**src/rtl/chunked_comparator_pkg.sv**
```systemverilog
// Shared types for the chunked magnitude comparator.
// Holds the control FSM encoding and the chunk-index width helper.
package chunked_comparator_pkg;

   typedef enum logic [1:0] {
      IDLE    = 2'd0,
      COMPARE = 2'd1,
      DONE    = 2'd2
   } state_t;

   // Width of the chunk index; a single-chunk build still needs one bit.
   function automatic int idx_width(input int nchunk);
      return (nchunk > 1) ? $clog2(nchunk) : 1;
   endfunction

endpackage

```
**src/rtl/chunked_comparator_chunk_cmp.sv**
```systemverilog
// Combinational CHUNK-bit unsigned magnitude compare.
// flip_msb inverts the top bit of both operands, turning it into a two's-complement compare.
module chunk_cmp #(
   parameter int CHUNK = 8
) (
   input  logic [CHUNK-1:0] a,
   input  logic [CHUNK-1:0] b,
   input  logic             flip_msb,
   output logic             chunk_gt,
   output logic             chunk_lt
);

   logic [CHUNK-1:0] a_adj;
   logic [CHUNK-1:0] b_adj;

   always_comb begin
      a_adj            = a;
      b_adj            = b;
      a_adj[CHUNK-1]   = a[CHUNK-1] ^ flip_msb;
      b_adj[CHUNK-1]   = b[CHUNK-1] ^ flip_msb;
   end

   assign chunk_gt = (a_adj > b_adj);
   assign chunk_lt = (a_adj < b_adj);

endmodule

```
**src/rtl/chunked_comparator.sv**
```systemverilog
// Multi-cycle magnitude comparator: walks the operands MSB chunk first and
// stops at the first differing chunk, giving registered gt/lt/eq results.
module chunked_comparator
   import chunked_comparator_pkg::*;
#(
   parameter int WIDTH     = 32,
   parameter int CHUNK     = 8,
   parameter bit SIGNED_EN = 1'b1
) (
   input  logic             clk,
   input  logic             rst,
   input  logic             start,
   input  logic             signed_mode,
   input  logic [WIDTH-1:0] a,
   input  logic [WIDTH-1:0] b,
   output logic             busy,
   output logic             done,
   output logic             gt,
   output logic             lt,
   output logic             eq
);

   localparam int NCHUNK = WIDTH / CHUNK;
   localparam int IDXW   = idx_width(NCHUNK);
   localparam logic [IDXW-1:0] IDX_TOP = IDXW'(NCHUNK - 1);

   state_t            state_reg, state_next;
   logic [IDXW-1:0]   idx_reg, idx_next;
   logic [WIDTH-1:0]  a_reg, b_reg;
   logic              mode_reg;
   logic              gt_reg, gt_next;
   logic              lt_reg, lt_next;
   logic              eq_reg, eq_next;
   logic              load;

   logic [CHUNK-1:0]  a_chunks [NCHUNK];
   logic [CHUNK-1:0]  b_chunks [NCHUNK];
   logic [CHUNK-1:0]  a_sel, b_sel;
   logic              flip_msb;
   logic              chunk_gt, chunk_lt;

   generate
      for (genvar gi = 0; gi < NCHUNK; gi++) begin : g_chunks
         assign a_chunks[gi] = a_reg[gi*CHUNK +: CHUNK];
         assign b_chunks[gi] = b_reg[gi*CHUNK +: CHUNK];
      end
   endgenerate

   always_comb begin
      a_sel = '0;
      b_sel = '0;
      for (int i = 0; i < NCHUNK; i++) begin
         if (idx_reg == IDXW'(i)) begin
            a_sel = a_chunks[i];
            b_sel = b_chunks[i];
         end
      end
   end

   // Only the sign-carrying top chunk is compared as two's complement.
   assign flip_msb = mode_reg && (idx_reg == IDX_TOP);

   chunk_cmp #(
      .CHUNK (CHUNK)
   ) u_chunk_cmp (
      .a        (a_sel),
      .b        (b_sel),
      .flip_msb (flip_msb),
      .chunk_gt (chunk_gt),
      .chunk_lt (chunk_lt)
   );

   always_comb begin
      state_next = state_reg;
      idx_next   = idx_reg;
      gt_next    = gt_reg;
      lt_next    = lt_reg;
      eq_next    = eq_reg;
      load       = 1'b0;
      case (state_reg)
         IDLE, DONE: begin
            if (start) begin
               state_next = COMPARE;
               idx_next   = IDX_TOP;
               load       = 1'b1;
            end else begin
               state_next = IDLE;
            end
         end
         COMPARE: begin
            if (chunk_gt || chunk_lt) begin
               gt_next    = chunk_gt;
               lt_next    = chunk_lt;
               eq_next    = 1'b0;
               state_next = DONE;
            end else if (idx_reg == '0) begin
               gt_next    = 1'b0;
               lt_next    = 1'b0;
               eq_next    = 1'b1;
               state_next = DONE;
            end else begin
               idx_next   = idx_reg - IDXW'(1);
            end
         end
         default: state_next = IDLE;
      endcase
   end

   always_ff @(posedge clk) begin
      if (rst) begin
         state_reg <= IDLE;
         idx_reg   <= IDX_TOP;
         a_reg     <= '0;
         b_reg     <= '0;
         mode_reg  <= 1'b0;
         gt_reg    <= 1'b0;
         lt_reg    <= 1'b0;
         eq_reg    <= 1'b0;
      end else begin
         state_reg <= state_next;
         idx_reg   <= idx_next;
         gt_reg    <= gt_next;
         lt_reg    <= lt_next;
         eq_reg    <= eq_next;
         if (load) begin
            a_reg    <= a;
            b_reg    <= b;
            mode_reg <= signed_mode & SIGNED_EN;
         end
      end
   end

   assign busy = (state_reg == COMPARE);
   assign done = (state_reg == DONE);
   assign gt   = gt_reg;
   assign lt   = lt_reg;
   assign eq   = eq_reg;

endmodule

```
**config.mk**
```make
export PLATFORM = sky130hd
export DESIGN_NAME = chunked_comparator
export DESIGN_NICKNAME = d
export VERILOG_FILES = /design/src/rtl/chunked_comparator_pkg.sv /design/src/rtl/chunked_comparator_chunk_cmp.sv /design/src/rtl/chunked_comparator.sv
export SDC_FILE = /design/constraint.sdc
export NUM_CORES = 1
export LEC_CHECK = 0
export CAP_MARGIN = 15
export CORE_ASPECT_RATIO = 0.7
export CORE_UTILIZATION = 45
export DETAILED_ROUTE_END_ITERATION = 10
export PLACE_DENSITY = 0.75
export RECOVER_POWER = 50
export SYNTH_ARGS = -nofsm -noshare
export SYNTH_HDL_FRONTEND = slang
export SYNTH_SLANG_ARGS = --single-unit
```
**constraint.sdc**
```tcl
create_clock -name clk -period 2.5 [get_ports clk]
set_clock_uncertainty 0.1 [all_clocks]
set_input_delay 0.375 -clock clk [delete_from_list [all_inputs] [get_ports clk]]
set_output_delay 0.375 -clock clk [all_outputs]
set_load 0.05 [all_outputs]
```
==> results.toml, run 1 <==
[detailed_routing]
postRouteAntennaNets = 0
wl_per_cell_um = 14.0
routed_wl_um = 8840
vias_per_cell = 5.24
num_vias = 3309
drc = 0
drt_first_pass_iters = 5
drt_iter0_markers = 213

[cts]
clk_pin_slew_ns = 0.07
ctsLongestPathBuffers = 2
cts_tree = "built"
clkLatencyLatePin_ns = 0.35
htreeDepth = 3
clock-root-buffer = "clkbuf_8"
cts.sink_count = 72
postCtsHoldBufs = 0
cts_made_buffers = 9

[setup_path]
max_stage_delay_ns = 0.33
r2r_start = "idx_reg[1]"
cp-end-kind = "flip-flop"
critPathKind = "flip-flop to flip-flop"
worstPathRequired_ns = 2.68
path_cells = "inv_2 > buf_6 > ha_4 > buf_6 > nand3b_1 > a21oi_2 > a21oi_2 > o21ai_1 > ha_1 > nor2b_1 > o211ai_1 > buf_4 > a31oi_4 > nand2_2 > mux2i_1"
critPathLaunch = "idx_reg[1]"
cp.buffers_inverters = 4
cp_top_family = "compound AO/OA/AOI/OAI gates"
crit_arrival_ns = 2.95
slowest_stage = "dfxtp_2"
critPathMaxFanout = 7
start_kind = "flip-flop"

[synthesis]
synth.largest_area_cell = "dfxtp_1"
synth_seq_cells = 72
synth.top_cells.by_area = "dfxtp_1, nand2_1, a21oi_1"
async_flop_share_pct = 0
syn_nets = 532
ys_warn_count = 0
ys_types = 28
netlist_instances = 452
synthTopCellsByCount = "nand2_1, a21oi_1, dfxtp_1"
synth_area_um2 = 3300
synth.top_cell.area_share_pct = 43.7
avgSynthCellArea_um2 = 7.29
synth_most_common_cell = "nand2_1"
synth-edff-count = 0
ys.flop_type = "dfxtp_1"
seq_area_frac_synth_pct = 43.7

[timing]
max_slew_margin_pct = 24.5
hold_violations = 0
postLayoutSetupSlackWorst_ns = -0.270
setup_viol = 7
slew_violations = 0
finalCritPeriodShare_pct = 111
clock.fmax_mhz = 361
final.min_clock_period_ns = 2.77
worst_pin_slew_ns = 1.13
hold_slack_ns = 0.299
rsz0062_at_grt = "true"

[layout]
final_nets = 613
drive_above_1_share_pct = 12.8
syn2layout_area_growth_pct = 40.3
diodes = 0
fillers = 580
stdcell_count = 632
post-route-util_pct = 66.9
multi_input_area_um2 = 1780
register_area_um2 = 1440

[die]
coreArea_um2 = 6910
pin_count = 73
start_util_pct = 47.7
num_rows = 25
fp.dieH_um = 73.6
dieWidth_um = 104
die_area_um2 = 7680

[run]
maxCapViolCount = 0

[place]
dp_cells = 605
dp_slack_ns = -0.371
io_buffers = 72
place.gp.congestion = 0.893
dpl.hpwl_um = 5930

[pwr]
powerDensity_nw_per_um2 = 628
ir_worst_vdd_v = 0.000399
p_leak_nw = 1.75

[run_status]
status = "complete, but fails checks"
violations = "setup timing"

[global_route]
grt_overflow_total = 0
grt_max_degree = 67
grt_pass1_vias = 3049
grt_pass1_wl_um = 14300
grt_antenna_before_repair = 0
grt.total_usage_pct = 23.9

[worst_hold_path]
worstHoldPathType = "input pin to flip-flop"
worstHoldStart = "rst"
-- routing by layer --
layer | GRT usage, % | vias to the layer above | share of wire [%]
li1 | - | 1671 | -
met1 | 32.8 | 1500 | 49
met2 | 35.0 | 119 | 41
met3 | 7.99 | 19 | 8.4
met4 | 8.41 | 0 | 1.7
met5 | 0 | - | 0
-- worst paths after layout --
check                                   to  slack [ns]  cells past startpoint
worst min-delay path              b_reg[7]        0.30                      2
worst max register to register  idx_reg[1]       -0.27                     15
worst max-delay path            idx_reg[1]       -0.27                     15
worst min register to register    b_reg[0]        0.36                      2
-- placed cells by master (no fill, tap or decap), types with 2 or more instances in the layout --
cell type        Yosys  routed
nand2_1            157     157
clkdlybuf4s50_1      0      69
clkbuf_8             1      11
dfxtp_2              0       2
o21ai_0             12       7
mux2i_1              2       2
xnor2_1              2       2
a21oi_1            111     104
nor2_1              11      10
nand3b_1            15      15
buf_4                0      22
nor3_1               4       3
a21oi_2              0       7
bufinv_16            0       3
buf_6                1       4
inv_2                0       2
buf_12               0       4
dfxtp_1             72      70
ha_4                 0       2
ha_1                12      10
nor2b_1              4       4
o21ai_1              0       5
-- timing repair --
action,4_1_cts,5_1_grt
setup endpoints to repair,7,8
resized for setup,16,9
hold endpoints to repair,0,0
buffers inserted,8,3
pin swaps,13,10
cloned,0,0
-- per-stage QoR --
step | area, um2 | TNS (ns) | total power, mW
global route | 4620 | -2.73 | 3.02
CTS | 4580 | -1.32 | 2.89
finish | 4620 | -1.57 | 2.90
global placement | 4220 | -1.63 | 1.73
floorplan | 3330 | -0.316 | 1.52
detailed placement | 4220 | -2.06 | 1.74
-- cell families (layout without fill, tap and decap cells) --
family / count (synthesis) / after routing / share of synthesized area [%]
and+or+nand+nor: 199 / 199 / 25.7
DFF: 72 / 72 / 43.7
AOI/OAI and AO/OA: 129 / 129 / 20.2
muxes: 2 / 2 / 0.607
buffers and inverters: 36 / 122 / 4.78
xor gates and xnor gates: 2 / 2 / 0.531
adders and majority gates: 12 / 12 / 4.55
-- area by class of cell --
type                    count  area share (%)
well taps                  94            2.54
flip-flops and latches     72            31.2
multi-input cells         344            38.6
clock buffers              11            3.27
repair buffers            103            21.9
clock inverters             5            2.22
inverters                   3           0.244
-- where the power goes --
part           switching, mW  internal, mW  total [mW]
clock                  0.435         0.715        1.15
combinational          0.243         0.245       0.488
sequential            0.0473          1.22        1.26
total                  0.725          2.18        2.90
Note: power is estimated with default switching activity, not from simulation.
==> inputs of run 2 (changes only) <==
TNS_END_PERCENT = 5   (was unset)
==> run 2 against run 1 <==
Net effect: the flow still finishes with violations (setup timing); sequential share of layout area rose by 0.63 points; final cell count fell by 1.1%; critical path depth did not move; global-route usage rose by 0.46 points; largest cell class unchanged; clock power fell by 6%; non-clock buffer count fell by 6; combinational power fell by 3%; hold slack got worse by 0.033 ns; die area did not move; largest power group unchanged; critical endpoint unchanged; flip-flop and latch count did not move; maximum frequency rose by 0.11%.
==> results.toml, run 2 (synthesized netlist as in run 1, its figures left out) <==
[global_route]
grt_overflow_total = 0
grt.total_usage_pct = 24.3
grt_pass1_vias = 3058
grt_max_degree = 67
grt_antenna_before_repair = 0
grt_pass1_wl_um = 14500

[pwr]
swShare_pct = 25.1
power.share.clock_pct = 38.4
p_int_mw = 2.11
p_switching_mw = 0.709
ir_worst_vdd_v = 0.000303
powerDensity_nw_per_um2 = 621
p_comb_share_pct = 16.8
p_seq_share_pct = 44.8
p_leak_nw = 1.70
total_power_mw = 2.82

[die]
num_rows = 25
coreArea_um2 = 6910
dieWidth_um = 104
pin_count = 73
start_util_pct = 47.7
die_area_um2 = 7680
fp.dieH_um = 73.6

[layout]
final_nets = 607
final_common_cell = "nand2_1"
layout_common_cells = "nand2_1, a21oi_1, dfxtp_1"
diodes = 0
fillers = 593
stdcell_count = 625
drive_above_1_share_pct = 11.5
syn2layout_area_growth_pct = 37.7

[setup_path]
path_common_cell = "a21oi_1"
max_stage_delay_ns = 0.37
worstPathRequired_ns = 2.64
critPathMaxFanout = 7
start_kind = "flip-flop"
critPathKind = "flip-flop to flip-flop"
cp.buffers_inverters = 3
slowest_stage = "or3_4"
cp_top_family = "simple AND/OR/NAND/NOR gates"
path_cells = "inv_2 > buf_4 > ha_4 > buf_6 > nand3b_1 > a21oi_2 > a21oi_1 > nor2_1 > a21oi_1 > ha_1 > nand4_1 > or3_4 > a31oi_4 > nand2_2 > mux2i_1"
cp-end-kind = "flip-flop"
crit_arrival_ns = 2.90

[run_status]
status = "complete, but fails checks"
violations = "setup timing"

[timing]
worst_pin_slew_ns = 0.695
hold_violations = 0
clock.fmax_mhz = 361
setup-tns-final_ns = -1.31
max_slew_margin_pct = 53.7
setup_viol = 7
postLayoutSetupSlackWorst_ns = -0.267
rsz0062_at_grt = "true"
final.min_clock_period_ns = 2.77
finalCritPeriodShare_pct = 111
slew_violations = 0
hold_slack_ns = 0.266

[place]
dp_cells = 603
io_buffers = 72
dpl.hpwl_um = 6090
place.gp.congestion = 0.861

[cts]
ctsLongestPathBuffers = 2
cts_made_buffers = 9
clk_pin_slew_ns = 0.07
cts.sink_count = 72
htreeDepth = 3
clock-root-buffer = "clkbuf_8"
cts_tree = "built"
clkLatencyLatePin_ns = 0.35

[detailed_routing]
routed_wl_um = 8780
postRouteAntennaNets = 0
drc = 0
num_vias = 3306
vias_per_cell = 5.29
drt_iter0_markers = 279
drt_first_pass_iters = 5
wl_per_cell_um = 14.0

[run]
maxCapViolCount = 0

[worst_hold_path]
worstHoldPathType = "input pin to flip-flop"
[run 2: stage by stage]
| step | setup slack, ns | util, % | instance area (um2) |
|---|---|---|---|
| global route | -0.403 | 65.7 | 4540 |
| floorplan | -0.120 | - | 3330 |
| global placement | -0.354 | 60.5 | 4180 |
| detailed placement | -0.368 | 60.5 | 4180 |
| CTS | -0.205 | 65.8 | 4550 |
| finish | -0.267 | 65.7 | 4540 |
[run 2: worst paths after layout]
check        startpoint  depth (start not counted)  slack, ns          to
max          idx_reg[1]                         15      -0.27  idx_reg[1]
min                 rst                          2       0.27    a_reg[8]
max reg2reg  idx_reg[1]                         15      -0.27  idx_reg[1]
min reg2reg   b_reg[22]                          2       0.36   b_reg[22]
[run 2: final cells by class]
| cell class | count | area, um2 | share of cell area (%) |
|---|---|---|---|
| Clock buffer | 10 | 128 | 2.81 |
| Clock inverter | 5 | 106 | 2.34 |
| Multi-Input combinational cell | 344 | 1780 | 39.1 |
| Timing Repair Buffer | 97 | 956 | 21.1 |
| Tap cell | 94 | 118 | 2.59 |
| Sequential cell | 72 | 1450 | 31.9 |
| Inverter | 3 | 11.3 | 0.248 |
[run 2: what timing repair did]
item,4_1_cts,5_1_grt
gates cloned,1,0
gates resized for setup,24,3
pin swaps,13,3
buffers inserted,6,0
hold buffers,0,0
endpoints found under the setup margin,7,8
[run 2: layer usage]
metal	GRT usage, %	up-vias	wire length [um]
met1	33.7	1526	4220
met4	8.73	0	95
met2	37.5	113	3780
met5	0	-	0
li1	-	1653	-
met3	5.24	14	682
[run 2: worst register-to-register path, cell delays in order (launching register included)]
cell and delay [ns]:
dfxtp_2 0.33, inv_2 0.08, buf_4 0.12, ha_4 0.17, buf_6 0.13, nand3b_1 0.09, a21oi_2 0.14, a21oi_1 0.06
nor2_1 0.10, a21oi_1 0.06, ha_1 0.32, nand4_1 0.17, or3_4 0.38, a31oi_4 0.19, nand2_2 0.11, mux2i_1 0.13
[run 2: power by group through the flow]
stage	Clock, mW	Sequential, mW	Combinational [mW]
final	1.08	1.26	0.473
after global routing	1.14	1.27	0.519
after CTS	1.10	1.26	0.472
after detailed placement	0	1.29	0.442
after global placement	0	1.29	0.431
after floorplan	0	1.28	0.233
